==> config.mk <==
export PLATFORM = sky130hd
export DESIGN_NAME = cache_miss_ctrl
export DESIGN_NICKNAME = d
export VERILOG_FILES = /design/src/rtl/cache_miss_ctrl.sv
export SDC_FILE = /design/constraint.sdc
export NUM_CORES = 1
export LEC_CHECK = 0
export ABC_CLOCK_PERIOD_IN_PS = 2000
export CAP_MARGIN = 10
export CORE_MARGIN = 1.5
export CORE_UTILIZATION = 45
export DETAILED_ROUTE_END_ITERATION = 8
export GPL_ROUTABILITY_DRIVEN = 0
export PLACE_DENSITY = 0.74
export SLEW_MARGIN = 25
export SYNTH_ARGS = -nofsm -noshare
export SYNTH_HDL_FRONTEND = slang
export SYNTH_SLANG_ARGS = --single-unit
==> constraint.sdc <==
create_clock -name clk -period 2 [get_ports clk]
set_input_delay 0.2 -clock clk [delete_from_list [all_inputs] [get_ports clk]]
set_output_delay 0.2 -clock clk [all_outputs]
set_load 0.01 [all_outputs]
==> src/rtl/cache_miss_ctrl.sv <==
`default_nettype none
// ============================================================================
// Module   : cache_miss_ctrl
// Brief    : Miss-handling / refill controller for a 4-way set-associative
//            cache. Victim = lowest invalid way, otherwise tree-PLRU.
//            Optional hit/miss counters enabled by macro CACHE_MISS_PERF_EN.
// Revision : 1.0 - initial release
// ============================================================================
module cache_miss_ctrl #(
    parameter int ADDR_WIDTH  = 8,
    parameter int TAG_WIDTH   = 4,
    parameter int INDEX_WIDTH = 4,
    parameter int WAY_NUM     = 4,
    parameter int LINE_WORDS  = 4,
    parameter int DATA_WIDTH  = 32
) (
    input  logic                                     clk,
    input  logic                                     rst_n,
    input  logic                                     req_valid,
    input  logic [ADDR_WIDTH-1:0]                    req_addr,
    output logic                                     req_ready,
    input  logic [WAY_NUM-1:0]                       hit_en,
    output logic                                     resp_valid,
    output logic                                     resp_hit,
    output logic [WAY_NUM-1:0]                       resp_way,
    output logic                                     mem_req_valid,
    output logic [ADDR_WIDTH+$clog2(LINE_WORDS)-1:0] mem_req_addr,
    input  logic                                     mem_req_ready,
    input  logic                                     mem_rdata_valid,
    input  logic [DATA_WIDTH-1:0]                    mem_rdata,
    output logic                                     refill_we,
    output logic [$clog2(LINE_WORDS)-1:0]            refill_word,
    output logic [DATA_WIDTH-1:0]                    refill_wdata,
    output logic                                     read_main_memory_en,
    output logic [ADDR_WIDTH-1:0]                    addr_to_main_memory,
    output logic [$clog2(WAY_NUM)+1:0]               replaced_way,
    output logic [15:0]                              perf_hit_cnt,
    output logic [15:0]                              perf_miss_cnt
);

    localparam int c_line_num = 2**INDEX_WIDTH;
    localparam int c_word_w   = $clog2(LINE_WORDS);
    localparam int c_way_w    = $clog2(WAY_NUM);
    localparam int c_code_w   = c_way_w + 2;
    localparam logic [c_word_w-1:0] c_last_word = c_word_w'(LINE_WORDS - 1);

    function automatic logic [c_way_w-1:0] lowest_way(input logic [WAY_NUM-1:0] v);
        lowest_way = '0;
        for (int i = WAY_NUM - 1; i >= 0; i--) begin
            if (v[i]) lowest_way = c_way_w'(i);
        end
    endfunction

    function automatic logic [WAY_NUM-1:0] way_onehot(input logic [c_way_w-1:0] w);
        way_onehot    = '0;
        way_onehot[w] = 1'b1;
    endfunction

    // Tree bits are {b2, b1, b0}: b0 picks the pair, b1/b2 pick within it.
    function automatic logic [c_way_w-1:0] plru_victim(input logic [2:0] t);
        if (t[0]) plru_victim = t[2] ? c_way_w'(3) : c_way_w'(2);
        else      plru_victim = t[1] ? c_way_w'(1) : c_way_w'(0);
    endfunction

    function automatic logic [2:0] plru_touch(input logic [2:0] t,
                                              input logic [c_way_w-1:0] w);
        plru_touch = t;
        case (w)
            c_way_w'(0): begin plru_touch[0] = 1'b1; plru_touch[1] = 1'b1; end
            c_way_w'(1): begin plru_touch[0] = 1'b1; plru_touch[1] = 1'b0; end
            c_way_w'(2): begin plru_touch[0] = 1'b0; plru_touch[2] = 1'b1; end
            default:     begin plru_touch[0] = 1'b0; plru_touch[2] = 1'b0; end
        endcase
    endfunction

    typedef enum logic [2:0] {
        S_IDLE   = 3'd0,
        S_MREQ   = 3'd1,
        S_FILL   = 3'd2,
        S_COMMIT = 3'd3,
        S_RESP   = 3'd4
    } state_t;

    state_t                             state_q, state_d;
    logic [ADDR_WIDTH-1:0]              addr_q, addr_d;
    logic [c_way_w-1:0]                 victim_q, victim_d;
    logic [c_word_w-1:0]                cnt_q, cnt_d;
    logic                               hit_pulse_q, hit_pulse_d;
    logic [WAY_NUM-1:0]                 hit_way_q, hit_way_d;
    logic [c_line_num-1:0][WAY_NUM-1:0] valid_q, valid_d;
    logic [c_line_num-1:0][2:0]         plru_q, plru_d;

    logic [INDEX_WIDTH-1:0] w_req_idx;
    logic [INDEX_WIDTH-1:0] w_lat_idx;
    logic [WAY_NUM-1:0]     w_invalid;
    logic [c_way_w-1:0]     w_victim;
    logic [c_way_w-1:0]     w_hit_way;
    logic                   w_accept;
    logic                   w_hit;

    assign w_req_idx = req_addr[TAG_WIDTH +: INDEX_WIDTH];
    assign w_lat_idx = addr_q[TAG_WIDTH +: INDEX_WIDTH];
    assign w_invalid = ~valid_q[w_req_idx];
    assign w_hit_way = lowest_way(hit_en);
    assign w_victim  = (|w_invalid) ? lowest_way(w_invalid) : plru_victim(plru_q[w_req_idx]);
    assign w_accept  = (state_q == S_IDLE) && req_valid;
    assign w_hit     = |hit_en;

    always_comb begin
        state_d     = state_q;
        addr_d      = addr_q;
        victim_d    = victim_q;
        cnt_d       = cnt_q;
        hit_pulse_d = 1'b0;
        hit_way_d   = hit_way_q;
        valid_d     = valid_q;
        plru_d      = plru_q;
        case (state_q)
            S_IDLE: begin
                if (w_accept) begin
                    if (w_hit) begin
                        hit_pulse_d       = 1'b1;
                        hit_way_d         = way_onehot(w_hit_way);
                        plru_d[w_req_idx] = plru_touch(plru_q[w_req_idx], w_hit_way);
                    end else begin
                        addr_d   = req_addr;
                        victim_d = w_victim;
                        state_d  = S_MREQ;
                    end
                end
            end
            S_MREQ: begin
                if (mem_req_ready) begin
                    cnt_d   = '0;
                    state_d = S_FILL;
                end
            end
            S_FILL: begin
                if (mem_rdata_valid) begin
                    cnt_d = cnt_q + 1'b1;
                    if (cnt_q == c_last_word) state_d = S_COMMIT;
                end
            end
            S_COMMIT: begin
                valid_d[w_lat_idx][victim_q] = 1'b1;
                plru_d[w_lat_idx]            = plru_touch(plru_q[w_lat_idx], victim_q);
                state_d                      = S_RESP;
            end
            S_RESP: begin
                state_d = S_IDLE;
            end
            default: begin
                state_d = S_IDLE;
            end
        endcase
    end

    always_ff @(posedge clk) begin
        if (!rst_n) begin
            state_q     <= S_IDLE;
            addr_q      <= '0;
            victim_q    <= '0;
            cnt_q       <= '0;
            hit_pulse_q <= 1'b0;
            hit_way_q   <= '0;
            valid_q     <= '0;
            plru_q      <= '0;
        end else begin
            state_q     <= state_d;
            addr_q      <= addr_d;
            victim_q    <= victim_d;
            cnt_q       <= cnt_d;
            hit_pulse_q <= hit_pulse_d;
            hit_way_q   <= hit_way_d;
            valid_q     <= valid_d;
            plru_q      <= plru_d;
        end
    end

    assign req_ready           = (state_q == S_IDLE);
    assign resp_valid          = hit_pulse_q || (state_q == S_RESP);
    assign resp_hit            = hit_pulse_q;
    assign resp_way            = hit_pulse_q ? hit_way_q :
                                 ((state_q == S_RESP) ? way_onehot(victim_q) : '0);
    assign mem_req_valid       = (state_q == S_MREQ);
    assign mem_req_addr        = (state_q == S_MREQ) ? {addr_q, {c_word_w{1'b0}}} : '0;
    assign refill_we           = (state_q == S_FILL) && mem_rdata_valid;
    assign refill_word         = cnt_q;
    assign refill_wdata        = mem_rdata;
    assign read_main_memory_en = (state_q == S_COMMIT);
    assign addr_to_main_memory = (state_q == S_COMMIT) ? addr_q : '0;
    assign replaced_way        = (state_q == S_COMMIT) ? c_code_w'(way_onehot(victim_q)) : '0;

`ifdef CACHE_MISS_PERF_EN
    logic [15:0] perf_hit_q, perf_hit_d;
    logic [15:0] perf_miss_q, perf_miss_d;

    // Counters saturate rather than wrap.
    always_comb begin
        perf_hit_d  = perf_hit_q;
        perf_miss_d = perf_miss_q;
        if (w_accept && w_hit && (perf_hit_q != 16'hFFFF))
            perf_hit_d = perf_hit_q + 16'd1;
        if (w_accept && !w_hit && (perf_miss_q != 16'hFFFF))
            perf_miss_d = perf_miss_q + 16'd1;
    end

    always_ff @(posedge clk) begin
        if (!rst_n) begin
            perf_hit_q  <= '0;
            perf_miss_q <= '0;
        end else begin
            perf_hit_q  <= perf_hit_d;
            perf_miss_q <= perf_miss_d;
        end
    end

    assign perf_hit_cnt  = perf_hit_q;
    assign perf_miss_cnt = perf_miss_q;
`else
    assign perf_hit_cnt  = 16'd0;
    assign perf_miss_cnt = 16'd0;
`endif

endmodule
`default_nettype wire

---- Word-level counts from Yosys, hierarchy flattened ----
Cells that the tools add are included.
Widths: inputs -> output; s select.
operators by class
  add/subtract/negate cells ............... 1
  multipliers ............................. 0
  div/mod/pow operators ................... 0
  magnitude comparators ................... 8
  eq/ne operators ......................... 15
  shift-type cells ........................ 0
  multiplexer cells ....................... 66
  bitwise operators ....................... 3
  reductions and logical operators ........ 22
operator list
  kind                count
  $bwmux 48           2
  $mux 48             2
  $pmux 48 s2         1
  $or 64x64->64       1
  $mux 3              9
  $bmux 3 s4          2
  $demux 3 s4         2
  $mux 2              12
  $mux 4              5
  $mux 1              19
  $bmux 4 s4          1
  $demux 4 s4         1
  $reduce_and 3->1    5
  $pmux 3 s4          1
  $lt 4x5->1 const B  2
  $mux 10             1
  $ge 4x1->1 const B  2
  $mux 8              1
  $pmux 1 s2          4
  $reduce_or 4->1     2
  $eq 2x2->1 const B  3
  $eq 3x2->1 const B  2
  $logic_and 1x1->1   6
  $lt 2x3->1 const B  2
  17 further kinds    27
storage, ports and cells
  bits in registers ....................... 132
  bits in latches ......................... 0
  memory bits (writable) .................. 0
  ROM bits ................................ 0
  input bits .............................. 49
  word-level logic and storage cells ...... 153
  memories kept ........................... 0

---- Longest topological paths before layout ----
  depth in word-level cells ............... 14
  gate-level depth with buffers ........... 9

---- Worst setup path before layout ----
OpenSTA, ideal clock, no wires.
  path type ............................... flip-flop to flip-flop
  from .................................... reg addr_q[4]
  to ...................................... reg plru_q[43] (netlist name)
  arrival time ............................ 1.758 ns
  data required time ...................... 1.853 ns
  path slack .............................. 0.095 ns
  stages on the path, launching flop included .. 8
  path buffers ............................ 1
  clock period less this slack ............ 1.905 ns
  cells stage by stage .................... dfxtp_1 > buf_4 > mux4_2 > mux2_2 > nand3_1 > nand3_1 > o221ai_1 > a41oi_1
on the way
  cells in the longest elaborated chain, start to end .. 6
  elaborated cells between the ends (all ways) .. 11
  classes of those cells .................. 2 x order compare; 8 x mux; 1 x reduce/logical
RTL lines
  item                                                               RTL line  RTL
  start: declaration                                                 85        logic [ADDR_WIDTH-1:0] addr_q, addr_d;
  start signal: assignment                                           170       addr_q <= addr_d;
  $lt 4x5->1 (implied by the code), or another cell as far along     146       plru_d[w_lat_idx] = plru_touch(plru_q[w_lat_idx], victim_q);
  $logic_and 1x1->1 (implied by the code) or $mux 3 (tied branches)  146
  $mux 3 (implied by the code) or $pmux 1 s2 (tied branches)         146, 68
  $demux 3 s4 or $mux 1 (tied branches)                              146, 118
  $bwmux 48 *                                                        146
  $pmux 48 s2 *                                                      118       case (state_q)
  end signal: assignment                                             176       plru_q <= plru_d;
  end: declaration                                                   91        logic [c_line_num-1:0][2:0] plru_q, plru_d;
Mark *: on every way between the ends. The rest lies on a longest branch, timed or not. The select of a mux whose other input is x is not followed.
A chain may end at the register's enable or synchronous reset.

---- Worst setup path in the final report ----
  from .................................... reg plru_q[22] (netlist name)
  to ...................................... reg plru_q[46] (netlist name)
on the way
  cells in the longest elaborated chain, start to end .. 10
  elaborated cells between the ends (all ways) .. 15
  classes of those cells .................. 15 x mux
RTL lines
  item                          RTL line  RTL
  $bmux 3 s4                    124       plru_d[w_req_idx] = plru_touch(plru_q[w_req_idx], w_hit_way);
  $mux 3 (implied by the code)  124
  $pmux 1 s2                    68        case (w)
  $mux 1                        121       if (w_hit) begin
  $mux 1                        120       if (w_accept) begin
  $mux 1                        118
  $bwmux 48                     124
  $mux 48                       121
  $mux 48                       120
  $pmux 48 s2 *                 118
Marks and branches as above.

==> metrics.md <==
| Metric | Value |
|---|---|
| Outcome | `completed` |
| Hold Vio Cnt, Final | `0` |
| Psw | `1.64 mW` |
| Floorplan core area | `0.0159 mm²` |
| Largest net degree at the start of global routing | `83` |
| Comb pwr share | `8.5%` |
| CTS Buffer Depth | `2` |
| CP startpoint kind | `register` |
| Nets | `986` |
| Synth warn | `0` |
| RSZ-0062 raised after global routing | `yes` |
| Die area | `0.0172 mm²` |
| Synthesis-stage register bit count | `132` |
| Final setup fails | `0` |
| P_leak | `3.78 nW` |
| Final antenna diode count | `0` |
| H-tree levels | `4` |
| Worst-path clk slew | `0.06 ns` |
| Sw Ratio | `24.9%` |
| Rel. slew slack | `59.4%` |
| Final Max Slew Viols | `0` |
| Initial core utilization | `46.2%` |
| DRC Markers | `0` |
| Die Y | `131 µm` |
| Total Routing Usage GR | `26.9%` |
| Worst-margin pin slew | `0.604 ns` |
| Drt total wl | `22400 µm` |
| Register area share after synthesis | `35.9%` |
| Synth Instances | `818` |
| Pwr Density | `705 mW/mm²` |
| Fmax | `0.503 GHz` |
| Hold Path Class | `input port to register` |
| CP Class | `register to register` |
| Period utilization | `99.5%` |
| Top cells by area, synth | `dfxtp_1 (36%), mux4_2 (7.3%), buf_4 (7.0%), a21oi_1 (5.4%), nor2b_1 (4.6%)` |
| Synth Cell Area | `0.00737 mm²` |
| Num rows | `46` |
| Synth top area share | `35.9%` |
| Drt pass-1 iters | `8` |
| CTS Root Buffer Type | `clkbuf_16` |
| Antenna violations before repair | `0` |
| Placed inst area | `0.00858 mm²` |
| Vias per inst | `5.85` |
| CTS sink cnt | `132` |
| Die X-Extent | `131 µm` |
| Crit path capture type | `register` |
| Worst Path Required | `2.30 ns` |
| Peak VDD IR | `699 µV` |
| Count of flip-flops with a built-in enable after synthesis | `0` |
| Pre-CTS setup slack | `-0.341 ns` |
| Final worst slack | `0.0107 ns` |
| Library cells used by synthesis | `62` |
| Fin Clk Skew | `0.00678 ns` |
| Worst skew pair latency | `0.43 ns` |
| Initial drt markers | `850` |
| Final Critical Period | `1.99 ns` |
| CTS tree | `yes` |
| Wirelength per Cell | `19.2 µm` |
| Gr ovfl total | `0` |
| Area Growth Syn to Fin | `26.7%` |
| FFs w/ async S/R, synth | `0%` |
| WP data arrival | `2.29 ns` |
| Vias in the first global route | `6306` |
| DR vias | `6819` |
| IO Pins | `147` |
| Detail Route Antenna Nets | `0` |
| Syn Area/Cell | `9.01 µm²` |
| CTS buffer count | `17` |
| Synth area leader | `dfxtp_1` |
| HPWL after DPL | `16200 µm` |
| First-pass GRT wire length | `34400 µm` |
| Internal power | `4.94 mW` |
| IO buf count | `48` |
| Top FF cell, synth | `dfxtp_1` |
| Clk pwr share | `50.7%` |
| Max-cap check violation count | `0` |
| Flop pwr share | `40.8%` |
| Design area | `0.00934 mm²` |
| Maximum fanout along the worst path | `12` |
| Share of layout cells above drive strength 1 | `28.2%` |
==> power by group through the flow <==
| stage | clock (mW) | sequential [mW] | combinational (mW) |
|---|---|---|---|
| 3_5_place_dp | 0 | 2.74 | 0.539 |
| 2_1_floorplan | 0 | 2.73 | 0.440 |
| 4_1_cts | 3.38 | 2.68 | 0.541 |
| 5_1_grt | 3.51 | 2.68 | 0.598 |
| 6_report | 3.34 | 2.68 | 0.562 |
| 3_3_place_gp | 0 | 2.74 | 0.531 |
==> metrics by stage <==
step	power, mW	hold slack [ns]	cells	utilization, %	setup TNS, ns
2_1_floorplan	3.17	0.338	851	-	0
6_report	6.59	0.157	1165	58.6	0
5_1_grt	6.79	0.150	1165	58.6	-0.0495
4_1_cts	6.60	0.149	1165	58.0	0
3_5_place_dp	3.28	0.400	1131	53.8	-10.60
3_3_place_gp	3.27	0.400	1131	53.8	-7.80
==> layer usage <==
layer / GRT usage (%) / up-vias / share of wire [%]
li1: - / 3103 / -
met1: 35.7 / 3247 / 41
met2: 41.6 / 398 / 46
met3: 7.21 / 71 / 9.7
met4: 11.6 / 0 / 3.2
met5: 0 / - / 0
==> cell families after synthesis <==
group	share of synthesized area (%)
multiplexers	12.3
AO/OA/AOI/OAI	21.3
other	0.0509
flip-flops	35.9
buffers and inverters	11.9
adder cells (fa/ha/maj)	0.170
AND/OR/NAND/NOR	18.4
==> cell usage after synthesis, drive strengths merged (2+ instances only) <==
cell and n:
nand3b 3, a21oi 82, a221oi 6, clkbuf 35, a41oi 2, nor2 53, a21boi 20, a22oi 9
buf 89, dfxtp 132, a211oi 8, a21o 2, nor3 15, nand3 12, inv 15, nor2b 54
o22ai 26, a32o 2, o21ai 32, mux2i 4, nor3b 5, o32a 5, nor4 3, o21a 20
or2 5, o221ai 9, a22o 8, mux4 36, and3 3, a31oi 9, nand2b 19, and2 20
nand2 67
==> final cells by class <==
cell class	count	area [µm²]
Fill cell	1366	6610
Multi-Input combinational cell	580	4120
Sequential cell	132	2650
Timing Repair Buffer	190	1610
Clock buffer	18	439
Tap cell	216	270
Clock inverter	14	188
Inverter	15	58.8
==> cell usage in the layout, fill, tap and decap left out, types with 5 or more instances in the layout <==
cell             netlist  routed
or2_2                  5       5
dfxtp_1              132     126
nand2b_1              19      18
buf_12                 2       9
o32a_1                 5       5
dfxtp_2                0       5
nor3_2                 1       7
inv_6                  0       8
clkbuf_2               2       5
a22oi_1                8       8
o21a_1                20      20
inv_1                 14      14
and2_1                20      20
a221oi_1               6       5
a211oi_1               8       8
nor2_1                51      45
nor3_1                13       6
conb_1                 1      34
o21ai_0               29      29
nor2b_1               54      53
buf_4                 69     133
a31oi_1                9       9
a21boi_0              19      19
clkbuf_16              0      17
clkdlybuf4s50_1        0      17
o22ai_1               25      25
a21oi_1               80      72
mux4_1                12      11
dlygate4sd2_1          0      15
o221ai_1               9       7
clkdlybuf4s15_1        0       9
mux4_2                24      25
nand3_1               11      11
a21oi_2                2      10
nor2_2                 2       8
nand2_1               67      64
a22o_1                 8       8
==> state kept, by name, indices dropped and copies added (netlist names) <==
| name | flops |
|---|---|
| victim_q | 2 |
| refill_word | 2 |
| resp_hit | 1 |
| state_q | 3 |
| valid_q | 64 |
| addr_q | 8 |
| plru_q | 48 |
| hit_way_q | 4 |
==> critical path, stage by stage (launching register included) <==
cell and delay (ns):
dfxtp_1 0.33, mux4_2 0.50, a22o_1 0.25, nor2_2 0.18, a21oi_1 0.12, nor3_4 0.18
buf_12 0.17, a41oi_1 0.12
==> final timing paths <==
check / start / end / slack, ns / depth (start not counted)
worst max-delay path: plru_q[22] / plru_q[46] / 0.01 / 7
worst max register to register: plru_q[22] / plru_q[46] / 0.01 / 7
worst min register to register: valid_q[10] / valid_q[10] / 0.46 / 1
worst min-delay path: rst_n / refill_word[1] / 0.16 / 2
==> timing repair <==
action                                  CTS  global route
endpoints found under the setup margin   64            50
pin swaps                                 1             2
resized for setup                        47            47
buffers inserted                          2             0
hold buffers                              0             0
Power figures use the tool's default switching activity.
